===== src/rtl/sys_ctrl_pkg.sv =====
// Shared system-controller types: FSM state encoding and frame sizing helper.
package sys_ctrl_pkg;

  typedef enum logic [1:0] {
    IDLE = 2'd0,
    SEND = 2'd1,
    WAIT = 2'd2
  } state_t;

  // Number of data_w-wide bytes needed to carry an alu_w-wide value.
  function automatic int unsigned nbytes(input int unsigned alu_w, input int unsigned data_w);
    return (alu_w + data_w - 1) / data_w;
  endfunction

endpackage


===== src/rtl/sys_ctrl_tx_framer_if.sv =====
// Register-file/ALU capture side and UART TX byte side of the transmit framer.
interface sys_ctrl_tx_framer_if #(
  parameter int unsigned DATA_W = 8,
  parameter int unsigned ALU_W  = 16
);

  logic [ALU_W-1:0]  alu_out;
  logic              alu_valid;
  logic [DATA_W-1:0] rd_data;
  logic              rd_valid;
  logic              tx_busy;
  logic              tx_data_valid;
  logic [DATA_W-1:0] tx_p_data;
  logic              ready;
  logic              frame_done;
  logic              overrun;

  // Environment side: sources the strobes and the UART busy flag.
  modport master (
    output alu_out, alu_valid, rd_data, rd_valid, tx_busy,
    input  tx_data_valid, tx_p_data, ready, frame_done, overrun
  );

  // Framer side.
  modport slave (
    input  alu_out, alu_valid, rd_data, rd_valid, tx_busy,
    output tx_data_valid, tx_p_data, ready, frame_done, overrun
  );

endinterface


===== src/rtl/sys_ctrl_tx_framer_shifter.sv =====
// Load/shift/count datapath: holds the padded frame and presents the current byte.
module sys_ctrl_tx_framer_shifter
  import sys_ctrl_pkg::*;
#(
  parameter int unsigned DATA_W    = 8,
  parameter int unsigned ALU_W     = 16,
  parameter int unsigned LSB_FIRST = 1
) (
  input  logic              clk,
  input  logic              rst,
  input  logic              load_rd,
  input  logic              load_alu,
  input  logic              shift,
  input  logic [DATA_W-1:0] rd_data,
  input  logic [ALU_W-1:0]  alu_out,
  output logic [DATA_W-1:0] byte_out,
  output logic              last_c
);

  localparam int unsigned NBYTES = nbytes(ALU_W, DATA_W);
  localparam int unsigned SREG_W = NBYTES * DATA_W;
  localparam int unsigned CNT_W  = $clog2(NBYTES + 1);

  logic [SREG_W-1:0] sreg;
  logic [CNT_W-1:0]  count;
  logic [SREG_W-1:0] rd_load_c;
  logic [SREG_W-1:0] alu_load_c;
  logic [SREG_W-1:0] shifted_c;

  // Load images and next-byte shift; a read byte sits where the first byte goes out.
  always_comb begin
    alu_load_c = SREG_W'(alu_out);
    if (LSB_FIRST != 0) begin
      rd_load_c = SREG_W'(rd_data);
      shifted_c = sreg >> DATA_W;
    end else begin
      rd_load_c = SREG_W'(rd_data) << (SREG_W - DATA_W);
      shifted_c = sreg << DATA_W;
    end
  end

  // Frame register and remaining-byte counter.
  always_ff @(posedge clk or negedge rst) begin
    if (!rst) begin
      sreg  <= '0;
      count <= '0;
    end else if (load_rd) begin
      sreg  <= rd_load_c;
      count <= CNT_W'(1);
    end else if (load_alu) begin
      sreg  <= alu_load_c;
      count <= CNT_W'(NBYTES);
    end else if (shift) begin
      sreg  <= shifted_c;
      count <= count - CNT_W'(1);
    end
  end

  assign byte_out = (LSB_FIRST != 0) ? sreg[DATA_W-1:0] : sreg[SREG_W-1 -: DATA_W];
  assign last_c   = (count == CNT_W'(1));

endmodule


===== src/rtl/sys_ctrl_tx_framer.sv =====
// Transmit framer: captures a read word or ALU result and feeds it byte-wise to the UART TX.
module sys_ctrl_tx_framer
  import sys_ctrl_pkg::*;
#(
  parameter int unsigned DATA_W    = 8,
  parameter int unsigned ALU_W     = 16,
  parameter int unsigned LSB_FIRST = 1
) (
  input  logic clk,
  input  logic rst,
  sys_ctrl_tx_framer_if.slave bus
);

  state_t            state;
  state_t            nxt_state;
  logic              valid_q;
  logic              ready_q;
  logic              done_q;
  logic              ovr_q;
  logic              nxt_valid;
  logic              nxt_ready;
  logic              nxt_done;
  logic              nxt_ovr;
  logic              load_rd;
  logic              load_alu;
  logic              shift;
  logic              last_c;
  logic [DATA_W-1:0] tx_byte;

  sys_ctrl_tx_framer_shifter #(
    .DATA_W    (DATA_W),
    .ALU_W     (ALU_W),
    .LSB_FIRST (LSB_FIRST)
  ) u_shifter (
    .clk      (clk),
    .rst      (rst),
    .load_rd  (load_rd),
    .load_alu (load_alu),
    .shift    (shift),
    .rd_data  (bus.rd_data),
    .alu_out  (bus.alu_out),
    .byte_out (tx_byte),
    .last_c   (last_c)
  );

  // State and registered handshake outputs.
  always_ff @(posedge clk or negedge rst) begin
    if (!rst) begin
      state   <= IDLE;
      valid_q <= 1'b0;
      ready_q <= 1'b1;
      done_q  <= 1'b0;
      ovr_q   <= 1'b0;
    end else begin
      state   <= nxt_state;
      valid_q <= nxt_valid;
      ready_q <= nxt_ready;
      done_q  <= nxt_done;
      ovr_q   <= nxt_ovr;
    end
  end

  // Next state, datapath controls and next output values; busy seen in SEND is acceptance.
  always_comb begin
    nxt_state = state;
    nxt_valid = 1'b0;
    nxt_done  = 1'b0;
    nxt_ovr   = 1'b0;
    load_rd   = 1'b0;
    load_alu  = 1'b0;
    shift     = 1'b0;
    case (state)
      IDLE: begin
        if (bus.rd_valid) begin
          load_rd   = 1'b1;
          nxt_state = SEND;
          nxt_valid = 1'b1;
          nxt_ovr   = bus.alu_valid;
        end else if (bus.alu_valid) begin
          load_alu  = 1'b1;
          nxt_state = SEND;
          nxt_valid = 1'b1;
        end
      end
      SEND: begin
        nxt_ovr = bus.rd_valid | bus.alu_valid;
        if (bus.tx_busy) begin
          nxt_state = WAIT;
        end else begin
          nxt_valid = 1'b1;
        end
      end
      WAIT: begin
        nxt_ovr = bus.rd_valid | bus.alu_valid;
        if (!bus.tx_busy) begin
          if (last_c) begin
            nxt_state = IDLE;
            nxt_done  = 1'b1;
          end else begin
            shift     = 1'b1;
            nxt_state = SEND;
            nxt_valid = 1'b1;
          end
        end
      end
      default: nxt_state = IDLE;
    endcase
    nxt_ready = (nxt_state == IDLE);
  end

  assign bus.tx_data_valid = valid_q;
  assign bus.tx_p_data     = tx_byte;
  assign bus.ready         = ready_q;
  assign bus.frame_done    = done_q;
  assign bus.overrun       = ovr_q;

endmodule

===== src/flat_wrapper.sv =====
// flat-port wrapper written by rule: the top's interface ports become plain ports
module sys_ctrl_tx_framer_flat import sys_ctrl_pkg::*;
#(
  parameter int unsigned DATA_W    = 8,
  parameter int unsigned ALU_W     = 16,
  parameter int unsigned LSB_FIRST = 1
)
  (clk, rst, bus_alu_out, bus_alu_valid, bus_rd_data, bus_rd_valid, bus_tx_busy, bus_tx_data_valid, bus_tx_p_data, bus_ready, bus_frame_done, bus_overrun);
  sys_ctrl_tx_framer_if #(.DATA_W(DATA_W), .ALU_W(ALU_W)) bus_i ();
  input  logic clk;
  input  logic rst;
  input wire logic [$bits(bus_i.alu_out)-1:0] bus_alu_out;
  input wire logic [$bits(bus_i.alu_valid)-1:0] bus_alu_valid;
  input wire logic [$bits(bus_i.rd_data)-1:0] bus_rd_data;
  input wire logic [$bits(bus_i.rd_valid)-1:0] bus_rd_valid;
  input wire logic [$bits(bus_i.tx_busy)-1:0] bus_tx_busy;
  output wire logic [$bits(bus_i.tx_data_valid)-1:0] bus_tx_data_valid;
  output wire logic [$bits(bus_i.tx_p_data)-1:0] bus_tx_p_data;
  output wire logic [$bits(bus_i.ready)-1:0] bus_ready;
  output wire logic [$bits(bus_i.frame_done)-1:0] bus_frame_done;
  output wire logic [$bits(bus_i.overrun)-1:0] bus_overrun;
  assign bus_i.alu_out = bus_alu_out;
  assign bus_i.alu_valid = bus_alu_valid;
  assign bus_i.rd_data = bus_rd_data;
  assign bus_i.rd_valid = bus_rd_valid;
  assign bus_i.tx_busy = bus_tx_busy;
  assign bus_tx_data_valid = bus_i.tx_data_valid;
  assign bus_tx_p_data = bus_i.tx_p_data;
  assign bus_ready = bus_i.ready;
  assign bus_frame_done = bus_i.frame_done;
  assign bus_overrun = bus_i.overrun;
  sys_ctrl_tx_framer #(.DATA_W(DATA_W), .ALU_W(ALU_W), .LSB_FIRST(LSB_FIRST)) u_core (.clk(clk), .rst(rst), .bus(bus_i));
endmodule

===== config.mk =====
export PLATFORM = sky130hd
export DESIGN_NAME = sys_ctrl_tx_framer_flat
export DESIGN_NICKNAME = d
export VERILOG_FILES = /design/src/rtl/sys_ctrl_pkg.sv /design/src/rtl/sys_ctrl_tx_framer_if.sv /design/src/rtl/sys_ctrl_tx_framer_shifter.sv /design/src/rtl/sys_ctrl_tx_framer.sv /design/src/flat_wrapper.sv
export SDC_FILE = /design/constraint.sdc
export NUM_CORES = 1
export LEC_CHECK = 0
export CAP_MARGIN = 10
export CORE_ASPECT_RATIO = 1.1
export CORE_MARGIN = 1.5
export CORE_UTILIZATION = 37
export DETAILED_ROUTE_END_ITERATION = 7
export DONT_BUFFER_PORTS = 1
export PLACE_DENSITY_LB_ADDON = 0.25
export SETUP_SLACK_MARGIN = 0.02
export SYNTH_ARGS = -nofsm -noshare
export SYNTH_HDL_FRONTEND = slang
export SYNTH_SLANG_ARGS = --single-unit

===== constraint.sdc =====
create_clock -name clk -period 2 [get_ports clk]
set_input_delay 0.4 -clock clk [delete_from_list [all_inputs] [get_ports clk]]
set_output_delay 0.4 -clock clk [all_outputs]
set_load 0.02 [all_outputs]

==> flow_metrics.py, run 1 <==
metrics = {
    "route": {
        "drc": 3,
        "met2_length_mm": 1.143,
        "drt-total-wl_mm": 2.493,
        "first_pass_iters": 8,
        "post_drt_wl_per_cell_um": 17.94,
        "drt_iter0_drc": 15,
        "wl_met3_um": 161,
        "vias": 794,
        "postRouteAntennaNets": 0,
        "wl_met1_mm": 1.158,
        "viasPerCell": 5.712,
        "highest_layer": "met4",
    },
    "synthesis": {
        "synth.avg_cell_area_um2": 11.16,
        "synth.distinct_cells": 28,
        "synthCells": 110,
        "async_flop_share": 1.000,
        "yosys.area.top_type": "dfrtp_1",
        "syn_area_um2": 1227,
        "synth_seq_cells": 24,
        "syn-num-nets": 144,
        "ys.flop_type": "dfrtp_1",
        "synth_area_leaders": "dfrtp_1 47%, mux2i_1 6.5%, buf_4 6.1%",
        "yosysWarningCount": 0,
        "ys_seq_area_frac": 0.4903,
        "synth_top_area_frac": 0.4689,
        "synth-edff-count": 0,
    },
    "die": {
        "die_area_um2": 3672,
        "ios": 41,
        "fp.dieW_um": 57.92,
        "core_area_um2": 3100,
        "die_h_um": 63.41,
        "rows": 21,
        "start_util": 0.3959,
    },
    "global_route": {
        "grt_pass1_vias": 850,
        "overflow": 0,
        "antenna_found_initial": 0,
        "grt_use_total": 0.1426,
        "grt_pass1_wl_mm": 4.050,
        "grt_max_degree": 25,
    },
    "sta": {
        "final_hold_viol_count": 0,
        "fin_ws_ps": 201.1,
        "drv_slew": 0,
        "setup_viol": 0,
        "period_share": 0.8994,
        "worst_pin_slew_ps": 1077,
        "period_needed_ps": 1799,
        "slew-limit-headroom": 0.2795,
        "tns_ps": 0,
        "skew_ps": 6.055,
        "clock.fmax_mhz": 555.9,
        "rsz0062_at_grt": "no",
    },
    "layout": {
        "syn_to_final_growth_pct": 2.956,
        "final_cell_area_um2": 1264,
        "drive_above_1_share": 0.1048,
        "n_fill_cell": 302,
        "layout.nets": 140,
        "diodes": 0,
    },
    "cts": {
        "cts_hold_buf": 1,
        "htreeDepth": 1,
        "cts_max_path_buffers": 2,
        "clockRootBuffer": "clkbuf_4",
        "path_clk_slew_ps": 140,
        "clkSinkCount": 24,
        "cts_tree": "built",
        "cts_setup_buffers": 0,
        "cts_buffers": 3,
        "postCtsResizedCells": 0,
        "clk_latency_ps": 320,
    },
    "power": {
        "pwr-share-clk": 0.173,
        "internal_power_w": 0.001234,
        "p_switching_w": 0.0007989,
        "combPwrFrac": 0.341,
        "p_leak_nw": 0.5453,
        "peakVddDrop_mv": 0.5188,
        "switching_share": 0.3929,
        "power_density_nw_per_um2": 1609,
        "seqPwrFrac": 0.486,
    },
    "setup_path": {
        "cp.arrival_ps": 2050,
        "crit_type": "reg -> reg",
        "cp-end-kind": "flop",
        "crit_fanout": 11,
        "start_kind": "flop",
        "worst_ep_required_time_ps": 2250,
    },
    "placement": {
        "pre_cts_slack_ps": 228.0,
        "placed_cell_area_um2": 1201,
        "place_congestion": 0.7663,
        "port_buffers": 0,
    },
    "status": {
        "status": "complete, but fails checks",
        "violations": "design-rule violations",
    },
    "job": {
        "max_cap_violations": 0,
    },
    "min_path": {
        "hold_class": "in -> reg",
    },
}
flip-flops by register name, indices dropped and copies added (netlist names):
signal                    cells
u_core.bus.ready              1
u_core.u_shifter.count        2
u_core.u_shifter.sreg        16
u_core.bus.overrun            1
u_core.state                  2
u_core.bus.tx_data_valid      1
u_core.bus.frame_done         1
layer usage:
layer,global-route usage,up-vias
li1,-,391
met1,0.1945,375
met2,0.2145,24
met3,0.03901,4
met4,0.05233,0
met5,0,-
through the flow:
step | hold slack [ps] | utilization | power [W] | instances
floorplan | 104.4 | - | 0.001633 | 110
global placement | 105.1 | 0.3874 | 0.001657 | 134
detailed placement | 105.4 | 0.3874 | 0.001688 | 134
CTS | 191.6 | 0.4076 | 0.002056 | 139
global route | 179.0 | 0.4076 | 0.002197 | 139
finish | 202.5 | 0.4076 | 0.002033 | 139
synth_stat cells (2+ instances only):
cell	count
dfrtp_1	23
o21ai_1	11
buf_4	10
a22o_1	8
a32oi_1	8
mux2i_1	8
a21oi_1	5
ha_1	5
inv_1	4
nand2_1	4
and2_1	3
a21o_1	2
a31o_2	2
o21ai_0	2
or3b_1	2
cell families after synthesis:
family / after synthesis / synth area share
buf+inv: 18 / 0.09275
compound gates: 40 / 0.2263
fa+ha+maj: 5 / 0.05097
simple gates: 14 / 0.06728
flops: 24 / 0.4903
mux: 8 / 0.06524
xor+xnor: 1 / 0.007137
worst max-delay path, cell delays in order (launching register included):
cell and delay (ps):
dfrtp_1 460, inv_1 110, ha_1 210, or3b_1 370
buf_4 190, a21o_1 240, o21ai_1 150
final cells by class:
class                   count  area, µm²  area share
flip-flops and latches     24      601.8      0.4762
multi-input cells          68      511.7      0.4050
well taps                  34      42.54     0.03366
repair buffers              5      40.04     0.03168
clock inverters             1      30.03     0.02376
clock buffers               3      22.52     0.01782
inverters                   4      15.01     0.01188
worst paths after layout:
| path | slack, ps | depth (start not counted) | to | start |
|---|---|---|---|---|
| max | 200 | 6 | u_core.u_shifter.sreg[3] | u_core.state[0] |
| max in group asynchronous | 640 | 1 | u_core.state[1] | rst |
| min | 200 | 1 | u_core.u_shifter.sreg[10] | bus_alu_out[10] |
| min in group asynchronous | 710 | 1 | u_core.u_shifter.sreg[6] | rst |
| max reg2reg | 200 | 6 | u_core.u_shifter.sreg[3] | u_core.state[0] |
| min reg2reg | 530 | 1 | u_core.u_shifter.sreg[9] | u_core.u_shifter.sreg[9] |
layout by cell type, fill, tap and decap left out, types with 4 or more instances in the layout:
| master | Yosys | routed |
|---|---|---|
| o21ai_1 | 11 | 11 |
| mux2i_1 | 8 | 8 |
| dfrtp_1 | 23 | 23 |
| ha_1 | 5 | 5 |
| a32oi_1 | 8 | 8 |
| a21oi_1 | 5 | 5 |
| inv_1 | 4 | 4 |
| buf_4 | 10 | 4 |
| nand2_1 | 4 | 4 |
| a22o_1 | 8 | 8 |
power by group through the flow:
stage	Combinational, W	Clock (W)	Sequential [W]
after floorplan	0.000778	0	0.000855
after global placement	0.000666	0	0.000991
after detailed placement	0.000686	0	0.00100
after CTS	0.000699	0.000365	0.000992
after global routing	0.000794	0.000385	0.00102
final	0.000694	0.000351	0.000988
(Power assumes the default switching activity.)
==> inputs of run 2 (changes only) <==
- TNS_END_PERCENT: default -> 100
==> results of run 2 <==
No change in the layout: final DEF, timing and power equal those of run 1.
==> inputs of run 3 (changes only) <==
- SYNTH_HIERARCHICAL: default -> 1
- TNS_END_PERCENT: 100 -> default
==> run 3 against run 2 <==
The run now ends clean. Routed wire length grew 4.8%. Register-to-register slack gained 70 ps. Non-clock buffer count shrank 1. Flip-flop and latch count is the same. Critical path depth is the same. Maximum frequency grew 4.0%. Critical endpoint is now u_core/u_shifter/sreg[15]. Largest cell class is now multi-input gates.
==> flow_metrics.py, run 3 <==
metrics = {
    "status": {
        "status": "finished clean",
    },
    "route": {
        "viasPerCell": 5.198,
        "drt_iter0_drc": 31,
        "postRouteAntennaNets": 0,
        "vias": 894,
        "post_drt_wl_per_cell_um": 15.19,
        "first_pass_iters": 2,
        "drt-total-wl_mm": 2.612,
        "drc": 0,
    },
    "layout": {
        "mostFrequentLayoutCell": "dfrtp_1",
        "drive_above_1_share": 0.1721,
        "syn_to_final_growth_pct": 3.258,
        "largest_reg_flops": 16,
        "top_register": "u_core/u_shifter/sreg",
        "final_cell_mix": "23 x dfrtp_1, 12 x a21oi_1, 9 x nand2_1, 9 x mux2i_1",
        "layout.nets": 157,
        "reg.largest.list": "u_core/u_shifter/sreg (16), u_core/state (2), u_core/u_shifter/count (2)",
        "diodes": 0,
    },
    "min_path": {
        "hold_class": "in -> reg",
    },
    "setup_path": {
        "crit_chain": "inv_1, ha_1, nor3b_2, buf_12, or3b_2, a21oi_1",
        "crit_fanout": 18,
        "worst_ep_required_time_ps": 2190,
        "worst_path_max_delay_cell": "or3b_2",
        "r2r_setup_slack_ps": 270,
        "cp-end-kind": "flop",
        "r2r_end": "u_core/u_shifter/sreg[15]",
        "start_kind": "flop",
        "cp_top_family": "simple AND/OR/NAND/NOR gates",
        "endpoint": "u_core/u_shifter/sreg[15]",
        "critPathBufInv": 2,
        "crit_start": "u_core/state[0]",
        "crit_cells": 6,
        "slowest_delay_ps": 440,
        "rr_startpoint": "u_core/state[0]",
        "cp.arrival_ps": 1920,
        "rr_worst_depth": 6,
        "crit_type": "reg -> reg",
    },
    "die": {
        "start_util": 0.3843,
        "fp.dieW_um": 61.29,
        "die_area_um2": 4113,
        "ios": 41,
        "rows": 23,
        "die_h_um": 67.11,
        "core_area_um2": 3597,
    },
    "cts": {
        "cts_tree": "built",
        "cts_max_path_buffers": 2,
        "path_clk_slew_ps": 80,
        "clk_latency_ps": 260,
        "clkSinkCount": 24,
        "clockRootBuffer": "clkbuf_8",
        "htreeDepth": 1,
        "cts_buffers": 3,
    },
    "synthesis": {
        "async_flop_share": 1.000,
        "syn_area_um2": 1383,
        "synth_top_area_frac": 0.4163,
        "synthCells": 129,
        "synth.distinct_cells": 28,
        "ys.flop_type": "dfrtp_1",
        "ys_seq_area_frac": 0.4353,
        "synth_seq_cells": 24,
        "syn-num-nets": 163,
        "synth.avg_cell_area_um2": 10.72,
        "synth_area_leaders": "dfrtp_1 42%, mux2i_1 6.5%, nor3b_1 4.9%",
        "synth.most_common_cell": "dfrtp_1",
        "yosysWarningCount": 6,
        "yosys.area.top_type": "dfrtp_1",
        "synth_commonest_cells": "23 x dfrtp_1, 12 x a21oi_1, 9 x mux2i_1, 9 x nand2_1, 9 x nor3b_1",
        "synth-edff-count": 0,
    },
    "sta": {
        "slew-limit-headroom": 0.7518,
        "final_hold_viol_count": 0,
        "clock.fmax_mhz": 578.1,
        "period_share": 0.8650,
        "drv_slew": 0,
        "worst_pin_slew_ps": 371.8,
        "rsz0062_at_grt": "no",
        "tns_ps": 0,
        "setup_viol": 0,
        "skew_ps": 1.449,
        "period_needed_ps": 1730,
        "hold_ws_ps": 266.7,
    },
    "power": {
        "peakVddDrop_mv": 0.5628,
        "p_leak_nw": 0.5580,
        "power_w": 0.001985,
        "power_density_nw_per_um2": 1390,
    },
    "placement": {
        "port_buffers": 0,
        "place_congestion": 0.7068,
        "dp_hpwl_mm": 1.868,
    },
    "global_route": {
        "grt_pass1_vias": 934,
        "grt_use_total": 0.1304,
        "antenna_found_initial": 0,
        "grt_pass1_wl_mm": 4.077,
        "overflow": 0,
        "grt_max_degree": 27,
    },
    "job": {
        "max_cap_violations": 0,
    },
}
## run 3: kinds of logic after synthesis
group | count (synthesis) | share of synthesized area
AOI/OAI and AO/OA | 28 | 0.1294
xor gates and xnor gates | 1 | 0.006336
adders and majority gates | 5 | 0.04525
buffers and inverters | 19 | 0.1122
DFF | 24 | 0.4353
muxes | 10 | 0.07331
and+or+nand+nor | 42 | 0.1982
## run 3: report_power, final
group          switching [W]  leakage [nW]  internal (W)
sequential          0.000270         0.293      0.000705
clock               0.000153        0.0288      0.000175
combinational       0.000342         0.237      0.000340
total               0.000765         0.558       0.00122
## run 3: per-layer routing
layer / GRT usage / routed length, µm / up-vias
met5: 0 / 0 / -
met1: 0.1538 / 1193 / 438
met4: 0.04348 / 12 / 0
li1: - / - / 429
met2: 0.2207 / 1220 / 25
met3: 0.04078 / 186 / 2
## run 3: worst min path at each step
stage,startpoint,end,slack [ps],cells after the start
detailed placement,rst,u_core/u_shifter/sreg[13],100,0
finish,bus_rd_valid,u_core/bus.overrun,270,2
floorplan,rst,u_core/bus.frame_done,100,0
global route,bus_alu_out[12],u_core/u_shifter/sreg[12],270,2
CTS,bus_alu_out[8],u_core/u_shifter/sreg[8],260,2
global placement,rst,u_core/u_shifter/sreg[5],110,0
## run 3: what timing repair did
| action | CTS | global route |
|---|---|---|
| hold buffers | 2 | 0 |
| resized for setup | 0 | 2 |
| endpoints found under the hold margin | 24 | 0 |
| setup buffers | 0 | 0 |
| endpoints found under the setup margin | 0 | 9 |
## run 3: layout make-up
cell class              instances  area (µm²)
flip-flops and latches         24       601.8
well taps                      50       62.56
inverters                       4       15.01
clock buffers                   4       55.05
fillers                       357        2170
repair buffers                  4       57.56
multi-input cells              86       635.6
## run 3: per-stage QoR
| step | instances | setup WS (ps) | utilization | cell area, µm² |
|---|---|---|---|---|
| 2_1_floorplan | 129 | 381.0 | - | 1383 |
| 3_3_place_gp | 166 | 150.7 | 0.3718 | 1338 |
| 5_1_grt | 172 | 127.8 | 0.3969 | 1428 |
| 3_5_place_dp | 166 | 96.06 | 0.3718 | 1338 |
| 6_report | 172 | 270.1 | 0.3969 | 1428 |
| 4_1_cts | 172 | 57.05 | 0.3955 | 1423 |
